--- src/rtl/muldiv_unit_pkg.sv ---
// rtl/muldiv_unit_pkg.sv - shared RV32M op codes, FSM states and width default
package muldiv_unit_pkg;

    localparam int DEFAULT_XLEN = 32;

    localparam logic [4:0] ALU_MUL    = 5'b01000;
    localparam logic [4:0] ALU_MULH   = 5'b01001;
    localparam logic [4:0] ALU_MULHU  = 5'b01010;
    localparam logic [4:0] ALU_MULHSU = 5'b01011;
    localparam logic [4:0] ALU_DIV    = 5'b01100;
    localparam logic [4:0] ALU_DIVU   = 5'b01101;
    localparam logic [4:0] ALU_REM    = 5'b01110;
    localparam logic [4:0] ALU_REMU   = 5'b01111;

    typedef enum logic [1:0] {
        IDLE   = 2'd0,
        PREP   = 2'd1,
        CALC   = 2'd2,
        FINISH = 2'd3
    } state_t;

    function automatic logic is_m_op(input logic [4:0] sel);
        return sel[4:3] == 2'b01;
    endfunction

endpackage

--- src/rtl/muldiv_datapath.sv ---
// rtl/muldiv_datapath.sv - shared shift-add / restoring shift-subtract iteration engine
module muldiv_datapath #(
    parameter int XLEN  = 32,
    parameter int CNT_W = 6
) (
    input  logic              clk,
    input  logic              rst,
    input  logic              load,
    input  logic              step,
    input  logic              is_div,
    input  logic [XLEN-1:0]   a_mag,
    input  logic [XLEN-1:0]   b_mag,
    output logic [2*XLEN-1:0] acc,
    output logic              last
);

    logic [XLEN-1:0]   a_q;
    logic [XLEN-1:0]   b_q;
    logic [CNT_W-1:0]  cnt;
    logic [XLEN:0]     lhs;
    logic [XLEN:0]     rhs;
    logic [XLEN+1:0]   sum;
    logic [2*XLEN-1:0] acc_next;

    // One adder serves both ops: multiply adds the multiplicand into the upper half,
    // divide subtracts the divisor (carry-out set means the partial remainder >= divisor).
    always_comb begin
        lhs      = is_div ? acc[2*XLEN-1:XLEN-1] : {1'b0, acc[2*XLEN-1:XLEN]};
        rhs      = is_div ? ~{1'b0, b_q} : (acc[0] ? {1'b0, a_q} : '0);
        sum      = {1'b0, lhs} + {1'b0, rhs} + {{(XLEN+1){1'b0}}, is_div};
        acc_next = acc;
        if (is_div) begin
            if (sum[XLEN+1])
                acc_next = {sum[XLEN-1:0], acc[XLEN-2:0], 1'b1};
            else
                acc_next = {lhs[XLEN-1:0], acc[XLEN-2:0], 1'b0};
        end else begin
            acc_next = {sum[XLEN:0], acc[XLEN-1:1]};
        end
    end

    always_ff @(posedge clk or posedge rst) begin
        if (rst) begin
            a_q <= '0;
            b_q <= '0;
            acc <= '0;
            cnt <= '0;
        end else if (load) begin
            a_q <= a_mag;
            b_q <= b_mag;
            acc <= is_div ? {{XLEN{1'b0}}, a_mag} : {{XLEN{1'b0}}, b_mag};
            cnt <= '0;
        end else if (step) begin
            acc <= acc_next;
            cnt <= cnt + 1'b1;
        end
    end

    assign last = (cnt == CNT_W'(XLEN - 1));

endmodule

--- src/rtl/muldiv_unit.sv ---
// rtl/muldiv_unit.sv - iterative RV32M multiply/divide unit with issue/kill handshake
module muldiv_unit
    import muldiv_unit_pkg::*;
#(
    parameter int XLEN  = DEFAULT_XLEN,
    parameter int CNT_W = 6
) (
    input  logic            CLK,
    input  logic            RESET,
    input  logic            START,
    input  logic [4:0]      SELECT,
    input  logic [XLEN-1:0] DATA1,
    input  logic [XLEN-1:0] DATA2,
    input  logic            KILL,
    output logic            BUSY,
    output logic            DONE,
    output logic [XLEN-1:0] RESULT
);

    localparam logic [XLEN-1:0] INT_MIN = {1'b1, {(XLEN-1){1'b0}}};

    state_t            state, state_next;
    logic [4:0]        op_q;
    logic [XLEN-1:0]   d1_q, d2_q;
    logic              neg_q, special_q;
    logic [XLEN-1:0]   special_val_q;
    logic              done_q;
    logic [XLEN-1:0]   result_q;

    logic              accept, load, step, last;
    logic              is_div, want_rem, signed_a, signed_b, a_neg, b_neg;
    logic              res_neg, div_zero, overflow, special;
    logic [XLEN-1:0]   a_mag, b_mag, special_val, fin_val;
    logic [XLEN-1:0]   q_fix, r_fix;
    logic [2*XLEN-1:0] acc, prod_fix;

    assign accept = (state == IDLE) && START && !KILL && is_m_op(SELECT);

    always_ff @(posedge CLK or posedge RESET) begin
        if (RESET) state <= IDLE;
        else       state <= state_next;
    end

    always_comb begin
        state_next = state;
        load       = 1'b0;
        step       = 1'b0;
        BUSY       = (state != IDLE);
        case (state)
            IDLE:   if (accept) state_next = PREP;
            PREP: begin
                load       = 1'b1;
                state_next = special ? FINISH : CALC;
            end
            CALC: begin
                step = 1'b1;
                if (last) state_next = FINISH;
            end
            FINISH: state_next = IDLE;
            default: state_next = IDLE;
        endcase
        if (KILL && state != IDLE) state_next = IDLE;
    end

    // Operand decode on the latched op; magnitudes feed the unsigned engine.
    always_comb begin
        is_div      = op_q[2];
        want_rem    = op_q[2] & op_q[1];
        signed_a    = (op_q == ALU_MULH) || (op_q == ALU_MULHSU) ||
                      (op_q == ALU_DIV)  || (op_q == ALU_REM);
        signed_b    = (op_q == ALU_MULH) || (op_q == ALU_DIV) || (op_q == ALU_REM);
        a_neg       = signed_a & d1_q[XLEN-1];
        b_neg       = signed_b & d2_q[XLEN-1];
        a_mag       = a_neg ? -d1_q : d1_q;
        b_mag       = b_neg ? -d2_q : d2_q;
        res_neg     = want_rem ? a_neg : (a_neg ^ b_neg);
        div_zero    = is_div && (d2_q == '0);
        overflow    = is_div && signed_b && (d1_q == INT_MIN) && (d2_q == '1);
        special     = div_zero || overflow;
        special_val = div_zero ? (want_rem ? d1_q : '1) : (want_rem ? '0 : d1_q);
    end

    always_comb begin
        prod_fix = neg_q ? -acc : acc;
        q_fix    = neg_q ? -acc[XLEN-1:0] : acc[XLEN-1:0];
        r_fix    = neg_q ? -acc[2*XLEN-1:XLEN] : acc[2*XLEN-1:XLEN];
        fin_val  = '0;
        case (op_q)
            ALU_MUL:                          fin_val = prod_fix[XLEN-1:0];
            ALU_MULH, ALU_MULHU, ALU_MULHSU:  fin_val = prod_fix[2*XLEN-1:XLEN];
            ALU_DIV, ALU_DIVU:                fin_val = q_fix;
            ALU_REM, ALU_REMU:                fin_val = r_fix;
            default:                          fin_val = '0;
        endcase
        if (special_q) fin_val = special_val_q;
    end

    always_ff @(posedge CLK or posedge RESET) begin
        if (RESET) begin
            op_q          <= '0;
            d1_q          <= '0;
            d2_q          <= '0;
            neg_q         <= 1'b0;
            special_q     <= 1'b0;
            special_val_q <= '0;
            done_q        <= 1'b0;
            result_q      <= '0;
        end else begin
            done_q <= 1'b0;
            if (accept) begin
                op_q <= SELECT;
                d1_q <= DATA1;
                d2_q <= DATA2;
            end
            if (state == PREP) begin
                neg_q         <= res_neg;
                special_q     <= special;
                special_val_q <= special_val;
            end
            if (state == FINISH && !KILL) begin
                result_q <= fin_val;
                done_q   <= 1'b1;
            end
        end
    end

    muldiv_datapath #(
        .XLEN  (XLEN),
        .CNT_W (CNT_W)
    ) u_datapath (
        .clk    (CLK),
        .rst    (RESET),
        .load   (load),
        .step   (step),
        .is_div (is_div),
        .a_mag  (a_mag),
        .b_mag  (b_mag),
        .acc    (acc),
        .last   (last)
    );

    assign DONE   = done_q;
    assign RESULT = result_q;

endmodule

--- config.mk ---
export PLATFORM = sky130hd
export DESIGN_NAME = muldiv_unit
export DESIGN_NICKNAME = d
export VERILOG_FILES = /design/src/rtl/muldiv_unit_pkg.sv /design/src/rtl/muldiv_datapath.sv /design/src/rtl/muldiv_unit.sv
export SDC_FILE = /design/constraint.sdc
export NUM_CORES = 1
export LEC_CHECK = 0
export CORE_UTILIZATION = 35
export CTS_CLUSTER_DIAMETER = 200
export DETAILED_ROUTE_END_ITERATION = 12
export PLACE_DENSITY = 0.54
export SLEW_MARGIN = 0
export SYNTH_ARGS = -nofsm -noshare
export SYNTH_HDL_FRONTEND = slang
export SYNTH_HIERARCHICAL = 1
export SYNTH_SLANG_ARGS = --single-unit
--- constraint.sdc ---
create_clock -name CLK -period 4.7 [get_ports CLK]
set_input_delay 1.175 -clock CLK [delete_from_list [all_inputs] [get_ports CLK]]
set_output_delay 1.175 -clock CLK [all_outputs]
set_load 0.03 [all_outputs]
==> results of run 1 <==
[synthesized netlist by cell type, drive strengths merged, types with 16 or more instances]
cell    number  area (um2)
nand4       29         181
and3        21         131
nand2b      16         100
dfrtp      272        6810
o41ai       19         193
xnor2       84         736
o22ai       31         194
nor4        26         218
buf         32         170
nor2       174         656
o21ai      174         878
mux2i       69         691
ha          42         526
nand3       54         275
nand2      129         484
a21oi      168         848
or3         33         206
mux2       170        1910
xor2        55         482
or4         18         143
o31ai       26         220
inv         36         135
nor3        48         245
o221a       27         304
a21o        25         188
clkbuf     113         424
[sequential cells by signal, indices dropped and copies added (netlist names), 2 cells and up]
register,flops
u_datapath/b_q,32
u_datapath/acc,64
RESULT,32
op_q,5
u_datapath/a_q,32
u_datapath/cnt,6
d1_q,32
special_val_q,32
state,2
d2_q,32
[per-layer routing]
metal  part of all wire  GRT usage  wire length [um]  vias up
met2               0.45      0.389             31000      564
met4              0.023     0.0668              1600        0
met3              0.059     0.0339              4070       86
met5                  0          0                 0        -
met1               0.47      0.364             32100     8365
li1                   -          -                 -     7804
[cells by family after synthesis]
group,Yosys count,share of synthesized area
XOR/XNOR,139,0.0646
buffers and inverters,181,0.0387
adder cells (fa/ha/maj),50,0.0332
multiplexers,239,0.138
flip-flops,272,0.361
AND/OR/NAND/NOR,592,0.159
AO/OA/AOI/OAI,597,0.205
[power groups by stage]
| stage | Combinational, mW | Clock [mW] | Sequential [mW] |
|---|---|---|---|
| CTS | 11.7 | 2.67 | 5.23 |
| finish | 11.8 | 2.62 | 5.29 |
| detailed placement | 11.6 | 0 | 5.27 |
| global route | 12.7 | 2.76 | 5.43 |
| global placement | 11.6 | 0 | 5.25 |
| floorplan | 8.02 | 0 | 4.65 |
[metrics by stage]
| stage | hold WS (ps) | total power [mW] | cell area, um2 | setup WS [ps] |
|---|---|---|---|---|
| after floorplan | 436 | 12.7 | 18900 | 604 |
| after global placement | 450 | 16.8 | 20700 | 636 |
| after detailed placement | 457 | 16.9 | 20700 | 640 |
| after CTS | 480 | 19.6 | 21800 | 598 |
| after global routing | 493 | 20.9 | 21800 | 182 |
| final | 479 | 19.7 | 21800 | 535 |
[worst max path at each step]
stage / start / end / slack, ps / cells after the start
after CTS: op_q[2] / u_datapath/acc[62] / 600 / 14
after floorplan: op_q[2] / u_datapath/acc[60] / 600 / 14
after detailed placement: op_q[2] / u_datapath/acc[62] / 640 / 14
after global placement: op_q[2] / u_datapath/acc[62] / 640 / 12
final: op_q[2] / u_datapath/acc[60] / 540 / 13
after global routing: op_q[2] / u_datapath/acc[60] / 180 / 13
[final cells by class]
class / instances / area [um2] / share of cell area
Multi-Input combinational cell: 1617 / 11300 / 0.519
Sequential cell: 272 / 6810 / 0.312
Timing Repair Buffer: 166 / 1590 / 0.0727
Clock buffer: 47 / 930 / 0.0426
Tap cell: 688 / 861 / 0.0394
Clock inverter: 13 / 160 / 0.00734
Inverter: 36 / 143 / 0.00653
[worst max-delay path, stage by stage (launching register included)]
cell and delay, ps:
dfrtp_4 570, inv_2 290, buf_4 260, o21ai_0 190, fa_1 470, fa_1 420, a21oi_1 200, nand4b_1 190
a21oi_1 210, o21a_1 280, a221o_1 340, xnor2_1 160, a221o_1 350, o21ai_1 140
==> impl_metrics.yaml, run 1 <==
synthesis:
  synth.net_count: 2187
  ys.warnings.count: 6
  ys_seq_area_frac: 0.361
  ys_seq_elements: 272
  avgSynthCellArea_um2: 9.10
  synth-edff-count: 0
  synth_cells: 2070
  syn_area_um2: 18800
  synth_ff_type: "dfrtp_1"
  synthArstFlopShare: 1.00
  yosysUniqueCellTypes: 89
final_layout:
  final_nets: 2244
  n_antenna_cell: 0
  nFillCells: 5255
  stdcell_count: 2839
  layout_common_cells: "270 x dfrtp_1, 172 x nor2_1, 170 x mux2_2"
  area_delta_synth_final_pct: 15.9
  final_common_cell: "dfrtp_1"
  utilization: 0.413
  drive_gt1_frac: 0.165
cts:
  clkTransAtPathRegs_ps: 60
  cts_buffers: 34
  cts_resized: 0
  insertion_delay_ps: 570
  clk_path_buf_depth: 3
  cts-root-buf: "clkbuf_16"
  cts_htree_levels: 2
  cts.sinks: 272
  cts_setup_buffers: 0
  cts_tree: "built"
  hold_buffers: 0
setup_path:
  critical_path_class: "register to register"
  cp_max_fo: 19
  timing.rr.end: "u_datapath/acc[60]"
  cp-start-kind: "register"
  endpoint_kind: "register"
  r2r_slack_ps: 540
  required_ps: 5190
  worstReg2RegStart: "op_q[2]"
  r2r_cells: 13
  cp.arrival_ps: 4650
global_routing:
  grt_pass1_vias: 15900
  gr-total-overflow: 0
  grt_max_degree: 87
  grtUsageTotal: 0.251
  antenna_found_initial: 0
  grt_pass1_wl_um: 103000
floorplanning:
  start_util: 0.356
  rows: 84
  core_area_um2: 52900
  num_io_pins: 107
  die_h_um: 234
  dieWidth_um: 234
  dieArea_um2: 54800
drt:
  num_vias: 16800
  via_per_inst: 5.92
  drt_drc_violations_left: 1
  wl_per_cell_um: 24.2
  finalWirelength_um: 68800
  detail-route-antenna-nets: 0
  firstDrtPassIters: 10
  drtIter0Drc: 1653
pwr:
  p_per_area_nw_per_um2: 902
  p_sw_mw: 10.0
  power_frac_clock: 0.133
  pwr-share-seq: 0.269
  swShare: 0.509
  p_leak_nw: 8.87
  ir_worst_vdd_mv: 0.326
  p_int_mw: 9.67
  p_comb_frac: 0.598
sta:
  worst_pin_slew_ps: 1050
  clock.fmax_mhz: 240
  fin_crit_sh: 0.886
  finalMaxSlewViolations: 0
  fin_skew_ps: 45.1
  hold_viol: 0
  rsz0062_at_grt: "false"
  relSlewSlack: 0.291
  final.setup.tns_ps: 0
  setup_viol: 0
  min_period_ps: 4160
worst_hold_path:
  hold_path.startpoint: "op_q[3]"
  whs_path_depth: 1
  min_to: "op_q[3]"
  worstHoldPathType: "register to register"
outcome:
  violations: "DRC"
  outcome: "complete, but fails checks"
placed_design:
  dpl.cell_count: 2779
  port_buffers: 106
  gp_congestion: 0.912
  dp_hpwl_um: 52700
flow_run:
  drv_cap: 0
No activity file was read; power rests on OpenSTA's default activity.
==> inputs of run 2 (changes only) <==
--- a/config.mk
+++ b/config.mk
@@ -8,7 +8,6 @@
 export CORE_UTILIZATION = 35
 export CTS_CLUSTER_DIAMETER = 200
 export DETAILED_ROUTE_END_ITERATION = 12
-export PLACE_DENSITY = 0.54
 export SLEW_MARGIN = 0
 export SYNTH_ARGS = -nofsm -noshare
 export SYNTH_HDL_FRONTEND = slang
==> run 2 against run 1 <==
The run still ends with DRC left. Largest power group unchanged. Sequential share of layout area increased by 0.12 points. Highest routed layer unchanged. Routed wire length is 3.0% lower. Critical path depth unchanged. Global-route usage decreased by 0.99 points.
==> impl_metrics.yaml, run 2 (synthesized netlist as in run 1, its figures left out) <==
pwr:
  p_total_mw: 19.6
  p_per_area_nw_per_um2: 899
  ir_worst_vdd_mv: 0.443
  p_leak_nw: 8.82
placed_design:
  pre_cts_ws_ps: 595
  gp_congestion: 1.00
  port_buffers: 106
  dp_hpwl_um: 50700
global_routing:
  grt_pass1_wl_um: 100000
  antenna_found_initial: 2
  grt_max_degree: 135
  grt_pass1_vias: 16100
  grt_use_met3: 0.0323
  grtUsageMet2: 0.382
  top_usage_layer: "met2"
  use_met1: 0.344
  grtUsageTotal: 0.241
  gr-total-overflow: 0
worst_hold_path:
  hold_path.startpoint: "op_q[3]"
  worstHoldPathType: "register to register"
  whs_path_depth: 1
  min_to: "op_q[3]"
final_layout:
  multi_input_area_um2: 11300
  layout_common_cells: "270 x dfrtp_1, 172 x nor2_1, 170 x mux2_2"
  largest_reg_flops: 64
  seqCellArea_um2: 6810
  final_common_cell: "dfrtp_1"
  area_delta_synth_final_pct: 15.4
  drive_gt1_frac: 0.162
  n_antenna_cell: 0
  final_nets: 2236
  utilization: 0.411
  nFillCells: 5256
  regMostFlops: "u_datapath/acc"
floorplanning:
  dieWidth_um: 234
  core_area_um2: 52900
  rows: 84
  start_util: 0.356
  num_io_pins: 107
  die_h_um: 234
  dieArea_um2: 54800
drt:
  num_vias: 17000
  drt_drc_violations_left: 1
  via_per_inst: 6.03
  firstDrtPassIters: 10
  drtIter0Drc: 1841
  wl_per_cell_um: 23.6
  finalWirelength_um: 66700
  detail-route-antenna-nets: 0
setup_path:
  endpoint_kind: "register"
  cp-start-kind: "register"
  critical_path_class: "register to register"
  r2r_cells: 13
  crit_path_start: "op_q[2]"
  required_ps: 5130
  cp_max_fo: 31
  timing.rr.end: "u_datapath/acc[62]"
  worstReg2RegStart: "op_q[2]"
  r2r_slack_ps: 550
  cp.arrival_ps: 4580
cts:
  cts_htree_levels: 1
  cts_tree: "built"
  cts_resized: 0
  cts.sinks: 272
  cts-root-buf: "clkbuf_16"
  cts_buffers: 30
  clkTransAtPathRegs_ps: 60
  cts_setup_buffers: 0
  insertion_delay_ps: 600
  hold_buffers: 0
  clk_path_buf_depth: 3
sta:
  worst_pin_slew_ps: 986
  fin_crit_sh: 0.882
  hold_viol: 0
  min_period_ps: 4150
  fin_skew_ps: 35.4
  rsz0062_at_grt: "false"
  setup_viol: 0
  final.setup.tns_ps: 0
  relSlewSlack: 0.338
  timing.hold.ws_ps: 479
  finalWorstSetupSlack_ps: 553
  finalMaxSlewViolations: 0
  clock.fmax_mhz: 241
outcome:
  violations: "DRC"
  outcome: "complete, but fails checks"
flow_run:
  drv_cap: 0
## run 2: cell count changes in the layout (fill, tap and decap cells not counted), moves of 2 or more
cell,before,now
clkinv_2,4,1
inv_6,3,1
clkinvlp_4,4,2
clkbuf_1,10,3
clkbuf_8,3,10
clkbuf_16,34,30
buf_4,54,51
## run 2: layout make-up
class / instances / share of cell area
multi-input cells: 1617 / 0.522
clock buffers: 43 / 0.0414
flip-flops and latches: 272 / 0.313
well taps: 688 / 0.0396
inverters: 36 / 0.00656
repair buffers: 162 / 0.0710
clock inverters: 7 / 0.00656
## run 2: power breakdown
| part | internal, mW | total [mW] | switching (mW) |
|---|---|---|---|
| registers | 3.47 | 5.25 | 1.77 |
| clock network | 1.49 | 2.49 | 1.01 |
| logic | 4.69 | 11.8 | 7.12 |
## run 2: worst max-delay path, stage by stage, from the launching register on
cell and delay (ps):
dfrtp_4 570, inv_2 240, buf_4 290, o21ai_0 280, ha_1 500, nand4_1 180
or4_4 580, nand4bb_1 220, o221a_2 190, a21oi_2 120, buf_4 320, or2b_1 260
mux2i_1 140, o41ai_1 80
## run 2: worst max path at each step
stage                               to  slack, ps  depth (start not counted)
floorplan           u_datapath/acc[60]        600                         14
global placement    u_datapath/acc[60]        610                         12
detailed placement  u_datapath/acc[60]        590                         12
CTS                 u_datapath/acc[60]        590                         12
global route        u_datapath/acc[59]        290                         13
finish              u_datapath/acc[62]        550                         13
## run 2: layer usage
metal	part of all wire	wire length, um
met5	0	0
met4	0.029	1960
met3	0.071	4720
met2	0.46	30400
met1	0.44	29600
## run 2: per-stage QoR
step,instance area [um2],std cells
floorplan,18900,2070
global placement,20700,2775
detailed placement,20700,2775
CTS,21700,2825
global route,21700,2825
finish,21700,2825
